===== src/rtl/ifetch_ir_if.sv =====
// ifetch_ir_if: instruction-memory read bus between the fetch stage and memory.
//   mem_req   : read request (fetch side drives, registered)
//   mem_addr  : word address, valid while mem_req=1
//   mem_ack   : read data valid, only meaningful while mem_req=1
//   mem_rdata : returned instruction word
// master = fetch stage, slave = memory.
interface ifetch_ir_if;
  logic        mem_req;
  logic [31:0] mem_addr;
  logic        mem_ack;
  logic [31:0] mem_rdata;

  modport master (
    output mem_req,
    output mem_addr,
    input  mem_ack,
    input  mem_rdata
  );

  modport slave (
    input  mem_req,
    input  mem_addr,
    output mem_ack,
    output mem_rdata
  );
endinterface


===== src/rtl/ifetch_ir.sv =====
// ifetch_ir: instruction-fetch / instruction-register stage of the multi-cycle CPU.
// A fetch_start issues a word read at the current PC, waits for mem_ack,
// latches the word into ir and advances the PC (or applies a branch captured
// while the read was outstanding).  Fixed instruction fields are sliced from ir.
// Ports:
//   clk, rst_n            : clock, asynchronous active-low reset
//   fetch_start           : one-cycle fetch command
//   pc_we, pc_next        : PC load (branch/jump)
//   bus                   : instruction-memory read bus (master side)
//   ir, ir_valid          : instruction register and its sticky valid flag
//   fetch_done            : one-cycle pulse while the new ir is first visible
//   busy                  : high in REQ and DONE
//   fault                 : sticky misaligned-PC flag
//   pc, pc_plus4          : current PC and PC+4
//   opcode..j_target      : instruction fields, combinational from ir
module ifetch_ir #(
  parameter logic [31:0] RESET_PC = 32'h0000_0000
) (
  input  logic        clk,
  input  logic        rst_n,
  input  logic        fetch_start,
  input  logic        pc_we,
  input  logic [31:0] pc_next,
  ifetch_ir_if.master bus,
  output logic [31:0] ir,
  output logic        ir_valid,
  output logic        fetch_done,
  output logic        busy,
  output logic        fault,
  output logic [31:0] pc,
  output logic [31:0] pc_plus4,
  output logic [5:0]  opcode,
  output logic [4:0]  rs,
  output logic [4:0]  rt,
  output logic [4:0]  rd,
  output logic [4:0]  shamt,
  output logic [5:0]  funct,
  output logic [15:0] imm_16,
  output logic [25:0] j_target
);

  typedef enum logic [1:0] {
    S_IDLE  = 2'd0,
    S_REQ   = 2'd1,
    S_DONE  = 2'd2,
    S_FAULT = 2'd3
  } state_t;

  state_t      state_q;
  logic [31:0] pc_q;
  logic [31:0] ir_q;
  logic        ir_valid_q;
  logic        mem_req_q;
  logic        fetch_done_q;
  logic        busy_q;
  logic        fault_q;
  logic        pend_q;
  logic [31:0] pend_pc_q;

  logic [31:0] fetch_pc_d;
  logic [31:0] pc_plus4_d;

  // A same-cycle PC load redirects the fetch in IDLE.
  assign fetch_pc_d = pc_we ? pc_next : pc_q;
  assign pc_plus4_d = pc_q + 32'd4;

  always_ff @(posedge clk or negedge rst_n) begin
    if (!rst_n) begin
      state_q      <= S_IDLE;
      pc_q         <= RESET_PC;
      ir_q         <= 32'h0;
      ir_valid_q   <= 1'b0;
      mem_req_q    <= 1'b0;
      fetch_done_q <= 1'b0;
      busy_q       <= 1'b0;
      fault_q      <= 1'b0;
      pend_q       <= 1'b0;
      pend_pc_q    <= 32'h0;
    end else begin
      case (state_q)
        S_IDLE: begin
          if (pc_we) pc_q <= pc_next;
          if (fetch_start) begin
            if (fetch_pc_d[1:0] == 2'b00) begin
              state_q   <= S_REQ;
              mem_req_q <= 1'b1;
              busy_q    <= 1'b1;
            end else begin
              state_q <= S_FAULT;
              fault_q <= 1'b1;
            end
          end
        end
        S_REQ: begin
          if (bus.mem_ack) begin
            state_q      <= S_DONE;
            mem_req_q    <= 1'b0;
            fetch_done_q <= 1'b1;
            ir_q         <= bus.mem_rdata;
            ir_valid_q   <= 1'b1;
            pend_q       <= 1'b0;
            // A PC write on the ack edge is the newest one, so it wins.
            if (pc_we)       pc_q <= pc_next;
            else if (pend_q) pc_q <= pend_pc_q;
            else             pc_q <= pc_plus4_d;
          end else if (pc_we) begin
            // PC must stay put while mem_addr is in use; defer the load.
            pend_q    <= 1'b1;
            pend_pc_q <= pc_next;
          end
        end
        S_DONE: begin
          state_q      <= S_IDLE;
          fetch_done_q <= 1'b0;
          busy_q       <= 1'b0;
          if (pc_we) pc_q <= pc_next;
        end
        default: begin // S_FAULT: only an aligned PC load recovers
          if (pc_we && (pc_next[1:0] == 2'b00)) begin
            state_q <= S_IDLE;
            pc_q    <= pc_next;
            fault_q <= 1'b0;
          end
        end
      endcase
    end
  end

  // PC is frozen during REQ, so the PC register doubles as the read address.
  assign bus.mem_req  = mem_req_q;
  assign bus.mem_addr = pc_q;

  assign ir         = ir_q;
  assign ir_valid   = ir_valid_q;
  assign fetch_done = fetch_done_q;
  assign busy       = busy_q;
  assign fault      = fault_q;
  assign pc         = pc_q;
  assign pc_plus4   = pc_plus4_d;

  assign opcode   = ir_q[31:26];
  assign rs       = ir_q[25:21];
  assign rt       = ir_q[20:16];
  assign rd       = ir_q[15:11];
  assign shamt    = ir_q[10:6];
  assign funct    = ir_q[5:0];
  assign imm_16   = ir_q[15:0];
  assign j_target = ir_q[25:0];

endmodule


===== src/flat_wrapper.sv =====
// flat-port wrapper written by rule: the top's interface ports become plain ports
module ifetch_ir_flat 
#(
  parameter logic [31:0] RESET_PC = 32'h0000_0000
)
  (clk, rst_n, fetch_start, pc_we, pc_next, ir, ir_valid, fetch_done, busy, fault, pc, pc_plus4, opcode, rs, rt, rd, shamt, funct, imm_16, j_target, bus_mem_req, bus_mem_addr, bus_mem_ack, bus_mem_rdata);
  ifetch_ir_if bus_i ();
  input  logic clk;
  input  logic rst_n;
  input  logic fetch_start;
  input  logic pc_we;
  input  logic [31:0] pc_next;
  output logic [31:0] ir;
  output logic ir_valid;
  output logic fetch_done;
  output logic busy;
  output logic fault;
  output logic [31:0] pc;
  output logic [31:0] pc_plus4;
  output logic [5:0] opcode;
  output logic [4:0] rs;
  output logic [4:0] rt;
  output logic [4:0] rd;
  output logic [4:0] shamt;
  output logic [5:0] funct;
  output logic [15:0] imm_16;
  output logic [25:0] j_target;
  output wire logic [$bits(bus_i.mem_req)-1:0] bus_mem_req;
  output wire logic [$bits(bus_i.mem_addr)-1:0] bus_mem_addr;
  input wire logic [$bits(bus_i.mem_ack)-1:0] bus_mem_ack;
  input wire logic [$bits(bus_i.mem_rdata)-1:0] bus_mem_rdata;
  assign bus_mem_req = bus_i.mem_req;
  assign bus_mem_addr = bus_i.mem_addr;
  assign bus_i.mem_ack = bus_mem_ack;
  assign bus_i.mem_rdata = bus_mem_rdata;
  ifetch_ir #(.RESET_PC(RESET_PC)) u_core (.clk(clk), .rst_n(rst_n), .fetch_start(fetch_start), .pc_we(pc_we), .pc_next(pc_next), .bus(bus_i), .ir(ir), .ir_valid(ir_valid), .fetch_done(fetch_done), .busy(busy), .fault(fault), .pc(pc), .pc_plus4(pc_plus4), .opcode(opcode), .rs(rs), .rt(rt), .rd(rd), .shamt(shamt), .funct(funct), .imm_16(imm_16), .j_target(j_target));
endmodule

===== config.mk =====
export PLATFORM = sky130hd
export DESIGN_NAME = ifetch_ir_flat
export DESIGN_NICKNAME = d
export VERILOG_FILES = /design/src/rtl/ifetch_ir_if.sv /design/src/rtl/ifetch_ir.sv /design/src/flat_wrapper.sv
export SDC_FILE = /design/constraint.sdc
export NUM_CORES = 1
export LEC_CHECK = 0
export CAP_MARGIN = 30
export CORE_MARGIN = 4
export CORE_UTILIZATION = 30
export CTS_BUF_LIST = sky130_fd_sc_hd__clkbuf_16
export CTS_CLUSTER_SIZE = 12
export DETAILED_ROUTE_END_ITERATION = 10
export PLACE_DENSITY = 0.64
export SLEW_MARGIN = 20
export SYNTH_ARGS = -nofsm -noshare
export SYNTH_HDL_FRONTEND = slang
export SYNTH_SLANG_ARGS = --single-unit

===== constraint.sdc =====
create_clock -name clk -period 3 [get_ports clk]
set_input_delay 0.6 -clock clk [delete_from_list [all_inputs] [get_ports clk]]
set_output_delay 0.6 -clock clk [all_outputs]
set_load 0.02 [all_outputs]

==> summary.md <==
| Metric | Value |
|---|---|
| Drt wl/cell | 18.7 um |
| Initial antenna violation count | 1 |
| Die extent in y | 155 um |
| PwrDens | 1180 nW/um^2 |
| IO Count | 276 |
| Sequence of cells on the critical path | ha_1 > nand2_1 > or3_4 > xnor2_1 > clkdlybuf4s50_1 |
| First-pass GRT wire length | 33.1 mm |
| H-tree depth | 3 |
| Full die area | 24000 um^2 |
| Post-Synthesis Cell Area | 6480 um^2 |
| Clk_skew | 7.43 ps |
| Drt first pass iters | 5 |
| Die X | 155 um |
| Final setup viols | 0 |
| CTS buffer count | 9 |
| CP max stage cell | clkdlybuf4s50_1 |
| Least-Margin Pin Slew | 608 ps |
| Final ANT Viol Nets | 0 |
| Worst skew pair latency | 350 ps |
| Yosys reg bits | 104 |
| Sequential-to-total area share from yosys stat | 40.1% |
| Cell taking the most area after synthesis | dfrtp_1 |
| CTS tree | yes |
| Area delta synth->final | 44.8% |
| F_max | 349 MHz |
| Area after DPL | 9050 um^2 |
| Max cap viols | 0 |
| Nets | 916 |
| Clock slew at reported path FFs | 70 ps |
| Slew Viols, Final | 0 |
| Final worst-path cycle share | 95.6% |
| Hold/Removal Path Class | in -> async |
| Ys Warns | 0 |
| Top cells by area, synth | dfrtp_1 (40%), buf_4 (13%), mux2_2 (12%) |
| Drt total wl | 21.0 mm |
| Crit path time final | 2870 ps |
| Largest net degree at the start of global routing | 46 |
| Initial Util | 30.7% |
| Mapped Cells | 646 |
| Synthesized Nets | 720 |
| Static Leak | 0.00388 uW |
| Arr. time, crit path | 2270 ps |
| Total track usage | 17.2% |
| Worst endpoint required time | 2400 ps |
| Hold_buf cts | 0 |
| PortBufs | 275 |
| CTS Root Cell | clkbuf_16 |
| Hpwl dp | 16.2 mm |
| Post-synth top cells | buf_4 (108), dfrtp_1 (104), mux2_2 (68), nor2_1 (31), nand2_1 (30) |
| Sink Count | 104 |
| Setup CP Type | reg -> out |
| Vias post-DR | 5593 |
| Hold Fails Final Rpt | 0 |
| Asr flop ratio synth | 100% |
| Number of global-route vias before repair | 5640 |
| # rows | 53 |
| Total gr overflow | 0 |
| Final TNS setup | 0 ps |
| Status | complete, no violations |
| Final Cell Area | 9390 um^2 |
| Most common cell in the netlist | buf_4 |
| DR iter-0 viols | 359 |
| Share of layout cells above drive strength 1 | 20.0% |
| Largest fanout on the critical path | 4 |
| Crit. End Element | output pin |
| Most used DFF post-synth | dfrtp_1 |
| Area share of the largest cell type after synthesis | 40.1% |
| Distinct cell type count after synthesis | 63 |
| Placer Congestion | 0.830 |
| Post-route DRC violation count | 0 |
| Synthesized area per cell | 10.0 um^2 |
| Max VDD drop | 514 uV |
| Core area | 21200 um^2 |
| EDFF count, synth | 0 |
| Critical Path Start Type | flip-flop |
| Slew headroom | 59.5% |
| CTS Buffer Depth | 2 |
| Via density | 4.98 |
| Slowest stage delay, CP | 660 ps |
flip-flops by register name (all words and copies together), names as in the netlist:
name                 flops
u_core.pend_pc_q        32
u_core.fault             1
u_core.bus.mem_req       1
u_core.ir               32
u_core.state_q           2
u_core.ir_valid          1
u_core.busy              1
u_core.fetch_done        1
u_core.bus.mem_addr     32
u_core.pend_q            1
final cells by class:
| type | count | area, um^2 |
|---|---|---|
| fillers | 2002 | 11800 |
| repair buffers | 333 | 3190 |
| multi-input cells | 381 | 2910 |
| flip-flops and latches | 104 | 2600 |
| well taps | 275 | 344 |
| clock buffers | 9 | 225 |
| clock inverters | 7 | 62.6 |
| inverters | 13 | 48.8 |
| diodes | 1 | 2.50 |
worst max-delay path, delay by kind of cell (launching register included):
family	cells	cell delay (ps)
buf+inv	1	660
simple gates	2	500
flops	1	350
xor+xnor	1	240
fa+ha+maj	1	170
path summary, 6_finish.rpt:
path,start,end,slack (ps),cells after the start
hold / removal,rst_n,u_core.pend_pc_q[13]$_DFFE_PN0P_,250,1
setup / recovery,u_core.bus.mem_addr[2]$_DFFE_PN0P_,pc_plus4[10],130,5
min in group clk,u_core.pend_pc_q[21]$_DFFE_PN0P_,u_core.pend_pc_q[21]$_DFFE_PN0P_,490,2
setup reg to reg,u_core.state_q[1]$_DFFE_PN0P_,u_core.bus.mem_addr[21]$_DFFE_PN0P_,660,8
max in group asynchronous,rst_n,u_core.pend_pc_q[16]$_DFFE_PN0P_,1980,2
hold reg to reg,u_core.pend_pc_q[21]$_DFFE_PN0P_,u_core.pend_pc_q[21]$_DFFE_PN0P_,490,2
cells in the final DEF (no fill, tap or decap), types with 5 or more instances in the layout:
cell,netlist,final
a221oi_1,7,7
mux2i_1,6,6
and3_1,9,9
buf_4,108,57
clkbuf_16,0,9
nand2b_1,7,7
nor2_1,31,31
ha_1,5,5
o31ai_1,10,10
a22oi_1,5,5
o211ai_1,6,6
dlygate4sd2_1,0,14
nand3_1,19,18
clkdlybuf4s50_1,0,255
inv_1,12,13
and4_1,6,6
o21ai_0,25,25
xnor2_1,24,24
dfrtp_1,104,103
a21oi_1,15,15
mux2_2,68,68
nand4_1,9,9
nand2_1,30,29
through the flow:
step                      cells  total power, uW  worst slack (ps)  hold slack, ps  utilization, %
after floorplan             646             7250               361             304               -
after global placement     1105             9870               105             450            42.8
after detailed placement   1105             9940              89.1             473            42.8
after CTS                  1121            11100              68.0             273            44.2
after global routing       1123            11700             -5.37             289            44.4
final                      1123            11000               131             251            44.4
routing by layer:
layer	GRT usage (%)	vias to the layer above	routed length [um]
li1	-	2618	-
met1	23.0	2776	9190
met2	28.9	178	10400
met3	3.20	21	1100
met4	4.29	0	312
met5	0	-	0
report_power, final:
part / switching, uW / total [uW] / internal [uW] / leakage [uW]
Clock: 554 / 1200 / 643 / 0.000151
Sequential: 677 / 2750 / 2070 / 0.00127
Combinational: 3630 / 7100 / 3470 / 0.00246
Total: 4860 / 11000 / 6190 / 0.00388
logic make-up after synthesis:
logic type / Yosys count / share of synthesized area [%]
AOI/OAI and AO/OA: 124 / 13.6
xor gates and xnor gates: 28 / 3.78
adders and majority gates: 5 / 0.965
buffers and inverters: 161 / 15.7
DFF: 104 / 40.1
muxes: 74 / 12.7
and+or+nand+nor: 150 / 13.0
timing repair:
item	in CTS	in global routing
gates resized for setup	25	9
cloned	0	0
buffers inserted	0	0
setup endpoints to repair	19	8
Note: power is estimated with default switching activity, not from simulation.
